File: config.mk
export PLATFORM = sky130hd
export DESIGN_NAME = mem_ack_responder_flat
export DESIGN_NICKNAME = d
export VERILOG_FILES = /design/src/rtl/mem_ack_responder_pkg.sv /design/src/rtl/mem_ack_responder_if.sv /design/src/rtl/mem_ack_responder_ifetch_line_buf.sv /design/src/rtl/mem_ack_responder.sv /design/src/flat_wrapper.sv
export SDC_FILE = /design/constraint.sdc
export NUM_CORES = 1
export LEC_CHECK = 0
export CAP_MARGIN = 25
export CORE_MARGIN = 4
export CORE_UTILIZATION = 50
export DETAILED_ROUTE_END_ITERATION = 16
export PLACE_DENSITY = 0.88
export RECOVER_POWER = 100
export REMOVE_ABC_BUFFERS = 1
export SETUP_SLACK_MARGIN = 0.3
export SLEW_MARGIN = 20
export SYNTH_ARGS = -nofsm -noshare
export SYNTH_HDL_FRONTEND = slang
export SYNTH_SLANG_ARGS = --single-unit
File: constraint.sdc
create_clock -name clk -period 5.6 [get_ports clk]
set_input_delay 0.84 -clock clk [delete_from_list [all_inputs] [get_ports clk]]
set_output_delay 0.84 -clock clk [all_outputs]
set_load 0.02 [all_outputs]
File: src/rtl/mem_ack_responder_pkg.sv
// Shared types and constants for the fetch/memory-stage memory acknowledge responder.
package mem_ack_responder_pkg;

    typedef enum logic [1:0] {
        IDLE   = 2'b00,
        DACC   = 2'b01,
        IFETCH = 2'b10
    } resp_state_e;

    // Hazard signalling towards the pipeline: an ack of 0 stalls the requesting stage.
    localparam logic ACK_STALL = 1'b0;
    localparam logic ACK_GO    = 1'b1;

endpackage

File: src/rtl/mem_ack_responder_if.sv
// Pipeline request/ack signals and backing-memory request signals of the responder.
interface mem_ack_responder_if #(
    parameter int AW = 32,
    parameter int DW = 32
);
    logic          ireqF;
    logic [AW-1:0] iaddrF;
    logic          instrackF;
    logic [DW-1:0] instrdataF;

    logic          dreadM;
    logic          dwriteM;
    logic [AW-1:0] daddrM;
    logic [DW-1:0] dwdataM;
    logic          dataackM;
    logic [DW-1:0] drdataM;

    logic          memreq;
    logic          memwrite;
    logic [AW-1:0] memaddr;
    logic [DW-1:0] memwdata;
    logic [DW-1:0] memrdata;
    logic          memready;

    modport slave (
        input  ireqF, iaddrF, dreadM, dwriteM, daddrM, dwdataM, memrdata, memready,
        output instrackF, instrdataF, dataackM, drdataM, memreq, memwrite, memaddr, memwdata
    );

    modport master (
        output ireqF, iaddrF, dreadM, dwriteM, daddrM, dwdataM, memrdata, memready,
        input  instrackF, instrdataF, dataackM, drdataM, memreq, memwrite, memaddr, memwdata
    );

endinterface

File: src/rtl/mem_ack_responder_ifetch_line_buf.sv
// One-entry instruction line buffer: filled by completed fetches, dropped by matching writes.
module ifetch_line_buf
    import mem_ack_responder_pkg::*;
#(
    parameter int AW = 32,
    parameter int DW = 32
) (
    input  logic          clk,
    input  logic          reset,
    input  logic          load_i,
    input  logic [AW-1:0] load_tag_i,
    input  logic [DW-1:0] load_data_i,
    input  logic          inval_i,
    input  logic [AW-1:0] inval_addr_i,
    input  logic          lookup_i,
    input  logic [AW-1:0] lookup_addr_i,
    output logic          hit_o,
    output logic [DW-1:0] hit_data_o
);

    logic          valid_q, valid_d;
    logic [AW-1:0] tag_q, tag_d;
    logic [DW-1:0] data_q, data_d;

    // Fill and invalidate come from different access types, so they never collide.
    always_comb begin
        valid_d = valid_q;
        tag_d   = tag_q;
        data_d  = data_q;
        if (load_i) begin
            valid_d = 1'b1;
            tag_d   = load_tag_i;
            data_d  = load_data_i;
        end else if (inval_i && (inval_addr_i == tag_q)) begin
            valid_d = 1'b0;
        end
    end

    always_ff @(posedge clk or negedge reset) begin
        if (!reset) begin
            valid_q <= 1'b0;
            tag_q   <= '0;
            data_q  <= '0;
        end else begin
            valid_q <= valid_d;
            tag_q   <= tag_d;
            data_q  <= data_d;
        end
    end

    assign hit_o      = lookup_i && valid_q && (tag_q == lookup_addr_i);
    assign hit_data_o = data_q;

endmodule

File: src/rtl/mem_ack_responder.sv
// Serialises fetch-stage instruction reads and memory-stage data accesses onto one
// backing-memory port, with a one-entry instruction buffer in front of the fetch path.
module mem_ack_responder
    import mem_ack_responder_pkg::*;
#(
    parameter int AW = 32,
    parameter int DW = 32
) (
    input  logic               clk,
    input  logic               reset,
    mem_ack_responder_if.slave bus
);

    resp_state_e   state_q, state_d;
    logic          memreq_q, memreq_d;
    logic          memwrite_q, memwrite_d;
    logic [AW-1:0] memaddr_q, memaddr_d;
    logic [DW-1:0] memwdata_q, memwdata_d;

    logic          dataReq;
    logic          dataDone;
    logic          fetchDone;
    logic          fetchDeliver;
    logic          bufHit;
    logic [DW-1:0] bufData;

    assign dataReq   = bus.dreadM | bus.dwriteM;
    assign dataDone  = (state_q == DACC) && bus.memready;
    assign fetchDone = (state_q == IFETCH) && bus.memready;
    // A fetch result is only handed to the pipeline if it is still asking for that line.
    assign fetchDeliver = fetchDone && bus.ireqF && (bus.iaddrF == memaddr_q);

    ifetch_line_buf #(.AW(AW), .DW(DW)) u_line_buf (
        .clk           (clk),
        .reset         (reset),
        .load_i        (fetchDone),
        .load_tag_i    (memaddr_q),
        .load_data_i   (bus.memrdata),
        .inval_i       (dataDone && memwrite_q),
        .inval_addr_i  (memaddr_q),
        .lookup_i      (bus.ireqF),
        .lookup_addr_i (bus.iaddrF),
        .hit_o         (bufHit),
        .hit_data_o    (bufData)
    );

    always_comb begin
        state_d    = state_q;
        memreq_d   = memreq_q;
        memwrite_d = memwrite_q;
        memaddr_d  = memaddr_q;
        memwdata_d = memwdata_q;
        unique case (state_q)
            IDLE: begin
                if (dataReq) begin
                    state_d    = DACC;
                    memreq_d   = 1'b1;
                    memwrite_d = bus.dwriteM;
                    memaddr_d  = bus.daddrM;
                    memwdata_d = bus.dwdataM;
                end else if (bus.ireqF && !bufHit) begin
                    state_d    = IFETCH;
                    memreq_d   = 1'b1;
                    memwrite_d = 1'b0;
                    memaddr_d  = bus.iaddrF;
                    memwdata_d = '0;
                end
            end
            DACC, IFETCH: begin
                if (bus.memready) begin
                    state_d  = IDLE;
                    memreq_d = 1'b0;
                end
            end
            default: begin
                state_d  = IDLE;
                memreq_d = 1'b0;
            end
        endcase
    end

    always_ff @(posedge clk or negedge reset) begin
        if (!reset) begin
            state_q    <= IDLE;
            memreq_q   <= 1'b0;
            memwrite_q <= 1'b0;
            memaddr_q  <= '0;
            memwdata_q <= '0;
        end else begin
            state_q    <= state_d;
            memreq_q   <= memreq_d;
            memwrite_q <= memwrite_d;
            memaddr_q  <= memaddr_d;
            memwdata_q <= memwdata_d;
        end
    end

    // Buffer hits are answered in any state; otherwise a present request stalls until its completion.
    always_comb begin
        bus.dataackM   = dataReq ? ACK_STALL : ACK_GO;
        bus.drdataM    = '0;
        bus.instrackF  = bus.ireqF ? ACK_STALL : ACK_GO;
        bus.instrdataF = '0;
        if (dataDone) begin
            bus.dataackM = ACK_GO;
            bus.drdataM  = bus.memrdata;
        end
        if (bufHit) begin
            bus.instrackF  = ACK_GO;
            bus.instrdataF = bufData;
        end else if (fetchDeliver) begin
            bus.instrackF  = ACK_GO;
            bus.instrdataF = bus.memrdata;
        end
    end

    assign bus.memreq   = memreq_q;
    assign bus.memwrite = memwrite_q;
    assign bus.memaddr  = memaddr_q;
    assign bus.memwdata = memwdata_q;

endmodule
File: src/flat_wrapper.sv
// flat-port wrapper written by rule: the top's interface ports become plain ports
module mem_ack_responder_flat import mem_ack_responder_pkg::*;
#(
    parameter int AW = 32,
    parameter int DW = 32
)
  (clk, reset, bus_ireqF, bus_iaddrF, bus_dreadM, bus_dwriteM, bus_daddrM, bus_dwdataM, bus_memrdata, bus_memready, bus_instrackF, bus_instrdataF, bus_dataackM, bus_drdataM, bus_memreq, bus_memwrite, bus_memaddr, bus_memwdata);
  mem_ack_responder_if #(.AW(AW), .DW(DW)) bus_i ();
  input  logic clk;
  input  logic reset;
  input wire logic [$bits(bus_i.ireqF)-1:0] bus_ireqF;
  input wire logic [$bits(bus_i.iaddrF)-1:0] bus_iaddrF;
  input wire logic [$bits(bus_i.dreadM)-1:0] bus_dreadM;
  input wire logic [$bits(bus_i.dwriteM)-1:0] bus_dwriteM;
  input wire logic [$bits(bus_i.daddrM)-1:0] bus_daddrM;
  input wire logic [$bits(bus_i.dwdataM)-1:0] bus_dwdataM;
  input wire logic [$bits(bus_i.memrdata)-1:0] bus_memrdata;
  input wire logic [$bits(bus_i.memready)-1:0] bus_memready;
  output wire logic [$bits(bus_i.instrackF)-1:0] bus_instrackF;
  output wire logic [$bits(bus_i.instrdataF)-1:0] bus_instrdataF;
  output wire logic [$bits(bus_i.dataackM)-1:0] bus_dataackM;
  output wire logic [$bits(bus_i.drdataM)-1:0] bus_drdataM;
  output wire logic [$bits(bus_i.memreq)-1:0] bus_memreq;
  output wire logic [$bits(bus_i.memwrite)-1:0] bus_memwrite;
  output wire logic [$bits(bus_i.memaddr)-1:0] bus_memaddr;
  output wire logic [$bits(bus_i.memwdata)-1:0] bus_memwdata;
  assign bus_i.ireqF = bus_ireqF;
  assign bus_i.iaddrF = bus_iaddrF;
  assign bus_i.dreadM = bus_dreadM;
  assign bus_i.dwriteM = bus_dwriteM;
  assign bus_i.daddrM = bus_daddrM;
  assign bus_i.dwdataM = bus_dwdataM;
  assign bus_i.memrdata = bus_memrdata;
  assign bus_i.memready = bus_memready;
  assign bus_instrackF = bus_i.instrackF;
  assign bus_instrdataF = bus_i.instrdataF;
  assign bus_dataackM = bus_i.dataackM;
  assign bus_drdataM = bus_i.drdataM;
  assign bus_memreq = bus_i.memreq;
  assign bus_memwrite = bus_i.memwrite;
  assign bus_memaddr = bus_i.memaddr;
  assign bus_memwdata = bus_i.memwdata;
  mem_ack_responder #(.AW(AW), .DW(DW)) u_core (.clk(clk), .reset(reset), .bus(bus_i));
endmodule
After elaboration in Yosys (flattened, before gate mapping)
Index checks and enable logic that the tools add are counted.
{"block": "op_classes", "eq_ne": 7, "mux": 24, "bitwise": 1, "n_reduce_logical": 16}
{"op": "$mux W32", "n": 7}
{"op": "$eq A32 B32 Y1", "n": 3}
{"op": "$mux W1", "n": 12}
{"op": "$logic_and A1 B1 Y1", "n": 9}
{"op": "$mux W2", "n": 3}
{"op": "$pmux W2 S2", "n": 1}
{"op": "$reduce_and A2 Y1", "n": 2}
{"op": "$reduce_bool A2 Y1", "n": 2}
{"op": "$ne A3 B1 Y1 const B", "n": 1}
{"op": "$eq A2 B1 Y1 const B", "n": 1}
{"op": "$eq A2 B2 Y1 const B", "n": 1}
{"op": "$logic_not A2 Y1", "n": 1}
{"op": "$ne A2 B2 Y1 const B", "n": 1}
{"op": "$pmux W1 S2", "n": 1}
{"op": "$reduce_or A2 Y1", "n": 1}
{"op": "$logic_not A1 Y1", "n": 1}
{"op": "$or A1 B1 Y1", "n": 1}
{"block": "totals", "ff_bits": 133, "in_bits": 134, "out_inout_bits": 132, "word_cells": 56}

Longest topological paths before layout
Gate-level depths: netlist (run 1).
{"block": "depth", "depth_word": 7, "ltp_mapped": 8, "ltp_nobuf": 7}

By module
Synthesis (run 1) repeated with hierarchy kept, for this count alone.
{"block": "hier_totals", "cells_unflattened": 663, "area_unflattened_um2": 7253.2}
{"module": "mem_ack_responder", "instances": 1, "cells_per_inst": 438, "area_per_inst_um2": 4154.0, "seq_area_each_um2": 1701.6}
{"module": "ifetch_line_buf", "instances": 1, "cells_per_inst": 225, "area_per_inst_um2": 3099.2, "seq_area_each_um2": 1626.6}

Least setup slack after synthesis (run 1)
Ideal clock, no wire load.
{"block": "synth_timing", "path_kind": "input to output", "from": "in bus_iaddrF[25]", "to": "out bus_instrdataF[13]", "arrival_time_ns": 2.572, "required_ns": 4.760, "path_slack_ns": 2.188, "path_stages": 8, "path_buffers": 3, "path_cell_list": "xor2_1 -> nor4_2 -> nand4_2 -> or3_1 -> buf_2 -> buf_6 -> buf_6 -> a31o_1"}
{"block": "synth_between", "elab_chain_cells": 4, "word_cells_on_any_way": 6, "classes_between": "eq/ne: 2; mux: 2; reduce/logical: 2"}
{"item": "start, declared", "line": "flat_wrapper.sv:12", "rtl": "input wire logic [$bits(bus_i.iaddrF)-1:0] bus_iaddrF;"}
{"item": "$eq A32 B32 Y1", "line": "mem_ack_responder.sv:31", "rtl": "assign fetchDeliver = fetchDone && bus.ireqF && (bus.iaddrF == memaddr_q);"}
{"item": "$logic_and A1 B1 Y1", "line": "mem_ack_responder.sv:31"}
{"item": "$mux W32", "line": "mem_ack_responder.sv:111", "rtl": "end else if (fetchDeliver) begin"}
{"item": "$mux W32 (*)", "line": "mem_ack_responder.sv:108", "rtl": "if (bufHit) begin"}
{"item": "end, declared", "line": "flat_wrapper.sv:20", "rtl": "output wire logic [$bits(bus_i.instrdataF)-1:0] bus_instrdataF;"}
Every way passes the cells marked *; elsewhere a longest branch is shown, timed or not.

Worst setup path after layout (run 1)
{"block": "layout_timing", "from": "in bus_iaddrF[3]", "to": "out bus_instrdataF[27]"}
Same word-level chain as after synthesis.

==> results of run 1 <==
==> Yosys cell counts (5+ instances only) <==
cell      instances  share of area [%]
xnor2_1          22                2.5
dfrtp_1         133                 43
nand2_1           8               0.39
a31o_1           32                3.7
and3_1           66                5.4
a21oi_1          33                2.2
clkbuf_1         43                2.1
mux2i_1          33                4.3
inv_1            36                1.8
a221o_1          32                4.2
nor4_1           43                3.5
mux2_2           65                9.5
nand4_1           7               0.57
buf_2             9               0.59
nor2_1            5               0.24
xor2_1           74                8.5
and2_1           32                2.6
nor4_2            7                1.1
buf_6             5               0.73
==> worst reg2reg max path: cells and delay by family (launching register included) <==
| kind | cells | cell delay (ns) |
|---|---|---|
| adder cells (fa/ha/maj) | 1 | 0.20 |
| buffers and inverters | 2 | 2.65 |
| multiplexers | 1 | 0.58 |
| AND/OR/NAND/NOR | 1 | 0.09 |
| flip-flops | 1 | 0.34 |
==> cell families (layout without fill, tap and decap cells) <==
group	after synthesis	count (layout)	share of synthesized area (%)
xor gates and xnor gates	96	96	11.0
other	0	2	0
DFF	133	133	43.4
and+or+nand+nor	181	181	15.2
buffers and inverters	93	344	5.19
AOI/OAI and AO/OA	105	105	10.9
muxes	98	98	13.9
adders and majority gates	3	3	0.490
==> worst max-delay path by stage <==
stage	to	slack, ns	startpoint
global route	bus_instrdataF[2]	0.33	bus_iaddrF[3]
detailed placement	bus_instrdataF[21]	0.86	bus_iaddrF[12]
floorplan	bus_instrdataF[0]	0.57	bus_memready
CTS	bus_instrdataF[21]	0.84	bus_iaddrF[10]
finish	bus_instrdataF[27]	0.54	bus_iaddrF[3]
global placement	bus_instrdataF[13]	0.87	bus_iaddrF[31]
==> metrics by stage <==
stage | hold WS, ns | cell area (um^2) | worst slack, ns | util, %
3_3_place_gp | 0.479 | 10400 | 0.871 | 70.5
4_1_cts | 0.490 | 11100 | 0.835 | 75.1
5_1_grt | 0.511 | 11100 | 0.327 | 75.0
3_5_place_dp | 0.486 | 10400 | 0.863 | 70.6
2_1_floorplan | 0.454 | 7400 | 0.571 | -
6_report | 0.502 | 11100 | 0.540 | 75.0
==> sequential cells by signal, indices dropped and copies added, names as in the netlist <==
register                      count
u_core.bus.memaddr               32
u_core.bus.memreq                 1
u_core.bus.memwdata              32
u_core.bus.memwrite               1
u_core.state_q                    2
u_core.u_line_buf.hit_data_o     32
u_core.u_line_buf.tag_q          32
u_core.u_line_buf.valid_q         1
==> where the power goes <==
group	switching, W	internal (W)
combinational	0.00134	0.00128
sequential	0.000448	0.00143
clock	0.000425	0.000812
total	0.00221	0.00352
==> area by class of cell <==
type                            instances  share of cell area [%]
Clock inverter                         13                    1.84
Clock buffer                           19                    4.09
Timing Repair Buffer                  276                    24.8
Antenna cell                            2                  0.0452
Sequential cell                       133                    30.1
Inverter                               36                    1.22
Multi-Input combinational cell        483                    35.8
Tap cell                              184                    2.08
==> routing by layer <==
metal	share of wire, %	vias up	GRT usage (%)
met1	41	3261	33.4
met2	49	299	44.1
met4	2.1	0	9.92
met5	0	-	0
li1	-	3071	-
met3	7.8	35	7.86
==> placed cells by master, fill, tap and decap left out, types with 2 or more instances in the layout <==
| cell type | Yosys | layout |
|---|---|---|
| and2_1 | 32 | 32 |
| nor4_2 | 7 | 5 |
| nor4_1 | 43 | 44 |
| dlygate4sd3_1 | 0 | 109 |
| dfrtp_1 | 133 | 133 |
| clkinv_4 | 0 | 3 |
| diode_2 | 0 | 2 |
| clkbuf_8 | 0 | 2 |
| ha_1 | 3 | 3 |
| clkbuf_16 | 0 | 17 |
| xnor2_1 | 22 | 22 |
| nand2b_1 | 2 | 2 |
| o31ai_1 | 3 | 3 |
| a31o_1 | 32 | 32 |
| nand4_1 | 7 | 7 |
| nand2_1 | 8 | 8 |
| a221o_1 | 32 | 32 |
| nor4_4 | 1 | 2 |
| o31a_1 | 2 | 2 |
| inv_1 | 36 | 36 |
| a21oi_1 | 33 | 33 |
| clkdlybuf4s50_1 | 0 | 155 |
| clkbuf_1 | 43 | 2 |
| mux2i_1 | 33 | 33 |
| buf_4 | 0 | 7 |
| clkinv_2 | 0 | 4 |
| and3_1 | 66 | 65 |
| mux2_2 | 65 | 65 |
| nand3_1 | 4 | 4 |
| bufinv_16 | 0 | 5 |
| nor2_1 | 5 | 5 |
| xor2_1 | 74 | 74 |
==> summary.txt, run 1 <==
Status
  – Status: finished with violations
  – Failing checks: max-capacitance violations, max-slew violations

STA
  – Max-slew violation count: between 200 and 300
  – Final Hold Fails: 0
  – Post-layout minimum cycle time: ~5.1 ns
  – Peak Freq: between 150 and 200 MHz
  – RSZ-0062 raised after global routing: no
  – Clock skew: approximately 0.009 ns
  – Setup tns final: 0 ns
  – Tightest Pin Transition: 3.89 ns
  – # setup viols final: 0
  – Final Cycle Share: between 90% and 100%
  – Slew HR: -160%

Clocking
  – Clk sinks: 133
  – Cts repair resizes: 0
  – Clock Pin Slew Worst Setup and Hold Paths: 0.05 ns
  – Root Driver: clkbuf_16
  – TritonCTS buffer count: 17
  – CTS hold repair buffers: 0
  – Htree depth: 4
  – CTS tree: done
  – Postcts setup bufs: 0
  – Clock Latency Late Sink: around 0.42 ns
  – Clock Path Buffers: 2

Critical path
  – FF-to-FF path depth: 5
  – Max stage delay on crit path: about 0.66 ns
  – Setup crit start kind: primary input
  – Worst R2R Setup Slack: ~1.6 ns
  – Number of cells on the critical path: 8
  – CP max stage cell: or3_4
  – Worst path bufs/invs: 3
  – Worst path top cell family by delay: buffers and inverters
  – FF-to-FF End: u_core.u_line_buf.hit_data_o[0]
  – CP arrival: between 4 and 5 ns
  – Critical path class: in -> out
  – WP data required: about 4.8 ns
  – CP Max Fanout: 66
  – Worst-path cell chain: dlygate4sd3_1, xor2_1, nor4_1, nand4_1, buf_4, or3_4, a31o_1, dlygate4sd3_1
  – CP endpoint kind: primary output
  – Reg-to-reg startpoint: u_core.state_q[0]
  – Most used cell, CP: dlygate4sd3_1

Placed design
  – Hpwl dp: 16.3 mm
  – Buffers added on ports: 265
  – Post-Place Cells: approximately 1,100
  – GPL Wtd Cong: about 0.82

Die
  – Die X-Extent: 132 um
  – Ports: around 270
  – Row count: 44
  – Initial core utilization: around half
  – Die footprint: around 17,000 um^2
  – Core ar.: 14,800 um^2
  – Die Y: between 100 and 150 um

Worst hold path
  – Hold Crit Class: reg -> reg
  – Hold Startpoint: u_core.u_line_buf.hit_data_o[12]
  – Worst hold stages: 1
  – Worst Hold Path EP: u_core.u_line_buf.hit_data_o[12]

Routing
  – Routed Antenna Nets: 0
  – DR vias/cell: 5.82
  – Wire per inst: roughly 20 um
  – Vias: approximately 6,700
  – First-pass DRT Iterations: 5
  – Drt drc: 0
  – Final WL: about 23 mm
  – DR iter-0 viols: roughly 430

Finish
  – Footprint of the multi-input gates: 3960 um^2
  – Fin nets: about 1,100
  – Area growth syn-to-layout: 44.3%
  – FILL cells: roughly 1,100
  – Layout cell share with drive strength beyond 1: approximately an eighth
  – Non-Filler Instances: ~1,100
  – Sequential Area: roughly 3300 um^2

Power
  – VDD IR max: 0.288 mV
  – Total chip power: ~0.0057 W
  – Pwr Density: a little over 500 nW/um^2
  – Lkg Pwr: approximately 5.1 nW

GRT
  – GR Overflow Total: 0
  – Vias in the first global route: roughly 6,800
  – Initial antenna violation count: 2
  – Total GRT Usage: 26.7%
  – Global-route wire length before repair: about 37 mm
  – Largest net degree at the start of global routing: 85

Logic synthesis
  – Post-synthesis cell area: 7670 um^2
  – Seq/Total Area, Yosys: a little over two fifths
  – Synth Warn #: 0
  – Top FF cell, synth: dfrtp_1
  – Register bit total from synthesis: approximately 130
  – Gate Count Post-Synth: between 700 and 800
  – Async set-reset flop share out of synthesis: 100%
  – Synth Area per Inst: 10.8 um^2
  – Number of flops mapped to enable cells by yosys: 0
  – Post-synth cell types: 33

Flow run
  – Max-cap violations: 5
Note: power is estimated with default switching activity, not from simulation.
==> run 2, diff against run 1 <==
Settings changed: CORE_UTILIZATION 50 to 49, CTS_CLUSTER_SIZE from default to 25, SYNTH_HIERARCHICAL from default to 1.
==> run 2 against run 1 <==
- the run still ends with max-capacitance violations, max-slew violations left
- critical endpoint is now bus_instrdataF[28]
- highest routed layer is now met5
- clock-buffer cell count is the same
- register-to-register slack got worse by 0.18 ns
- clock power is 20% lower
- global-route usage decreased by 2.0 points
- flip-flop and latch count did not move
- power fell by 8.6%
- critical path type unchanged
==> summary.txt, run 2 <==
Clocking
  – CTS tree: done
  – Htree depth: 4 (unchanged)
  – Clock Pin Slew Worst Setup and Hold Paths: 0.05 ns (about the same)
  – Clock Latency Late Sink: 0.41 ns (about the same)
  – Clock Path Buffers: 2 (unchanged)
  – CTS hold repair buffers: 0 (unchanged)
  – Postcts setup bufs: 0 (unchanged)
  – TritonCTS buffer count: 17 (unchanged)
  – Clk sinks: 133 (unchanged)
  – Cts repair resizes: 0 (unchanged)
  – Root Driver: clkbuf_16

Die
  – Initial core utilization: 49.9% (-2.1 points)
  – Row count: 44 (unchanged)
  – Die Y: 130 um (-1.6%)
  – Ports: 266 (unchanged)
  – Core ar.: 14,500 um^2 (-1.5%)
  – Die footprint: 16,800 um^2 (-3.3%)
  – Die X-Extent: 130 um (-1.6%)

Finish
  – Most common cell after layout, fill and taps aside: dfrtp_1
  – Fin nets: 1,050 (-3.1%)
  – Area growth syn-to-layout: 45.6%
  – Layout cell share with drive strength beyond 1: 14.2% (+2.0 points)
  – Most frequent cells in the layout: 133 x dfrtp_1, 132 x clkdlybuf4s50_1, 132 x dlygate4sd3_1
  – FILL cells: 1,078 (+1.2%)
  – Antenna diode count: 0 (-2)

Routing
  – Routed Antenna Nets: 0 (unchanged)
  – Vias: 6,069 (-9.0%)
  – Drt drc: 0 (unchanged)
  – Final WL: 21.0 mm (-10%)
  – Wire per inst: 18.9 um (-7.2%)
  – DR iter-0 viols: 325 (-24%)
  – DR vias/cell: 5.48 (-5.7%)
  – First-pass DRT Iterations: 5 (unchanged)

Logic synthesis
  – Area contributors post-synth: dfrtp_1 46%, mux2_2 9.9%, xnor2_1 8.9%, mux2i_1 4.4%, a22o_1 4.0%
  – Synth area leader: dfrtp_1
  – Seq/Total Area, Yosys: 45.9% (+2.5 points)
  – Register bit total from synthesis: 133 (unchanged)
  – Synth Area per Inst: 10.9 um^2 (+1.2%)
  – Area fraction of the dominant cell type after synthesis: 45.9% (+2.5 points)
  – Commonest cells in the netlist: 133 x dfrtp_1, 74 x xnor2_1, 72 x nand2_1, 64 x mux2_2, 35 x o21ai_0
  – Async set-reset flop share out of synthesis: 100% (unchanged)
  – Most common cell in the synthesized netlist: dfrtp_1
  – Gate Count Post-Synth: 663 (-6.5%)
  – Post-synth cell types: 38 (+15%)
  – Top FF cell, synth: dfrtp_1
  – Synth Warn #: 6 (+6)
  – Number of flops mapped to enable cells by yosys: 0 (unchanged)
  – Post-synthesis cell area: 7250 um^2 (-5.4%)

Power
  – VDD IR max: 0.312 mV (+8.3%)
  – Pwr Density: 496 nW/um^2 (-4.3%)
  – Lkg Pwr: 4.51 nW (-12%)

Critical path
  – Critical Path Start: bus_iaddrF[4]
  – Reg-to-reg startpoint: u_core/u_line_buf/tag_q[23]
  – FF-to-FF path depth: 10 (+5)
  – CP arrival: 4.16 ns (-0.06 ns)
  – CP Max Fanout: 43 (-35%)
  – Critical path class: in -> out
  – Setup crit start kind: primary input
  – CP endpoint kind: primary output
  – WP data required: 4.76 ns (about the same)

GRT
  – Routing usage on met3: 5.65% (-2.2 points)
  – GR Overflow Total: 0 (unchanged)
  – Largest net degree at the start of global routing: 88 (+3.5%)
  – Met1 Use GR: 31.9% (-1.5 points)
  – GRT Max-Usage Layer: met2
  – Vias in the first global route: 6,044 (-11%)
  – Total GRT Usage: 24.7% (-2.0 points)
  – Initial antenna violation count: 1 (-1)
  – Met2 Use GR: 40.7% (-3.4 points)
  – Global-route wire length before repair: 32.2 mm (-14%)

Placed design
  – Hpwl dp: 15.2 mm (-6.8%)
  – GPL Wtd Cong: 0.856 (+4.2%)
  – Buffers added on ports: 265 (unchanged)

Worst hold path
  – Worst hold stages: 1 (unchanged)
  – Hold Startpoint: u_core/bus.memreq
  – Hold Crit Class: reg -> reg

STA
  – Setup tns final: 0 ns (unchanged)
  – Final Cycle Share: 89.3% (-1.0 points)
  – # setup viols final: 0 (unchanged)
  – Peak Freq: 200 MHz (+1.1%)
  – RSZ-0062 raised after global routing: no
  – Max-slew violation count: 155 (-39%)
  – Tightest Pin Transition: 3.92 ns (+0.0287 ns)
  – Post-layout minimum cycle time: 5.00 ns (-0.0569 ns)
  – Hold_ws: 0.484 ns (-0.0172 ns)
  – Final Hold Fails: 0 (unchanged)
  – Clock skew: 0.00598 ns (-0.00302 ns)
  – Slew HR: -161% (-1.9 points)

Flow run
  – Max-cap violations: 2 (-3)

Status
  – Failing checks: max-capacitance violations, max-slew violations
  – Status: finished with violations
run 2: cell count changes after synthesis, sizes merged, moves of 32 or more:
cell and change:
nand2 +64, nand4b +32, nor4 -43, a22o +33, and3 -33, inv -32
a31o -32, xnor2 +52, xor2 -54, o21ai +65
run 2: kinds of logic after synthesis:
logic type / synth area share (%)
AO/OA/AOI/OAI: 10.3
buffers and inverters: 3.23
XOR/XNOR: 11.4
multiplexers: 14.4
AND/OR/NAND/NOR: 14.4
flip-flops: 45.9
adder cells (fa/ha/maj): 0.518
run 2: routing by layer:
metal,vias up,part of all wire (%)
met5,-,0.062
met4,2,2.5
met3,35,6.8
met2,231,49
met1,2922,42
li1,2879,-
run 2: through the flow:
stage / cell area (um^2) / util (%) / setup WS [ns] / instances / power, W
detailed placement: 10000 / 69.1 / 0.818 / 1077 / 0.00434
finish: 10600 / 72.6 / 0.597 / 1107 / 0.00524
global route: 10600 / 72.6 / 0.433 / 1107 / 0.00554
floorplan: 7030 / - / 0.291 / 616 / 0.00325
CTS: 10600 / 72.7 / 0.810 / 1106 / 0.00538
global placement: 10000 / 69.1 / 0.855 / 1077 / 0.00427
run 2: worst max-delay path: stages:
cell and delay, ns:
dlygate4sd3_1 0.61, xnor2_1 0.31, nand4_1 0.13, or4_1 0.58, nor3_4 0.13, buf_4 0.26, buf_4 0.37, nand4b_1 0.19
o21ai_2 0.06, dlygate4sd3_1 0.67
run 2: power breakdown:
part / switching [W] / internal (W) / leakage (nW)
logic: 0.00120 / 0.00117 / 2.61
clock network: 0.000388 / 0.000610 / 0.256
registers: 0.000443 / 0.00143 / 1.63
run 2: area by class of cell:
type                            count  area [um^2]  area share, %
Clock buffer                       19          443           4.20
Multi-Input combinational cell    479         3710           35.2
Inverter                            4         15.0          0.142
Clock inverter                     10         86.3          0.818
Sequential cell                   133         3330           31.5
Timing Repair Buffer              278         2740           26.0
Tap cell                          184          230           2.18
run 2: final timing paths:
check / slack, ns / end
max: 0.60 / bus_instrdataF[28]
min: 0.48 / u_core/bus.memreq
max reg2reg: 1.43 / u_core/bus.memaddr[3]
min reg2reg: 0.48 / u_core/bus.memreq
max in group asynchronous: 1.37 / u_core/u_line_buf/tag_q[18]
min in group asynchronous: 2.00 / u_core/bus.memaddr[7]
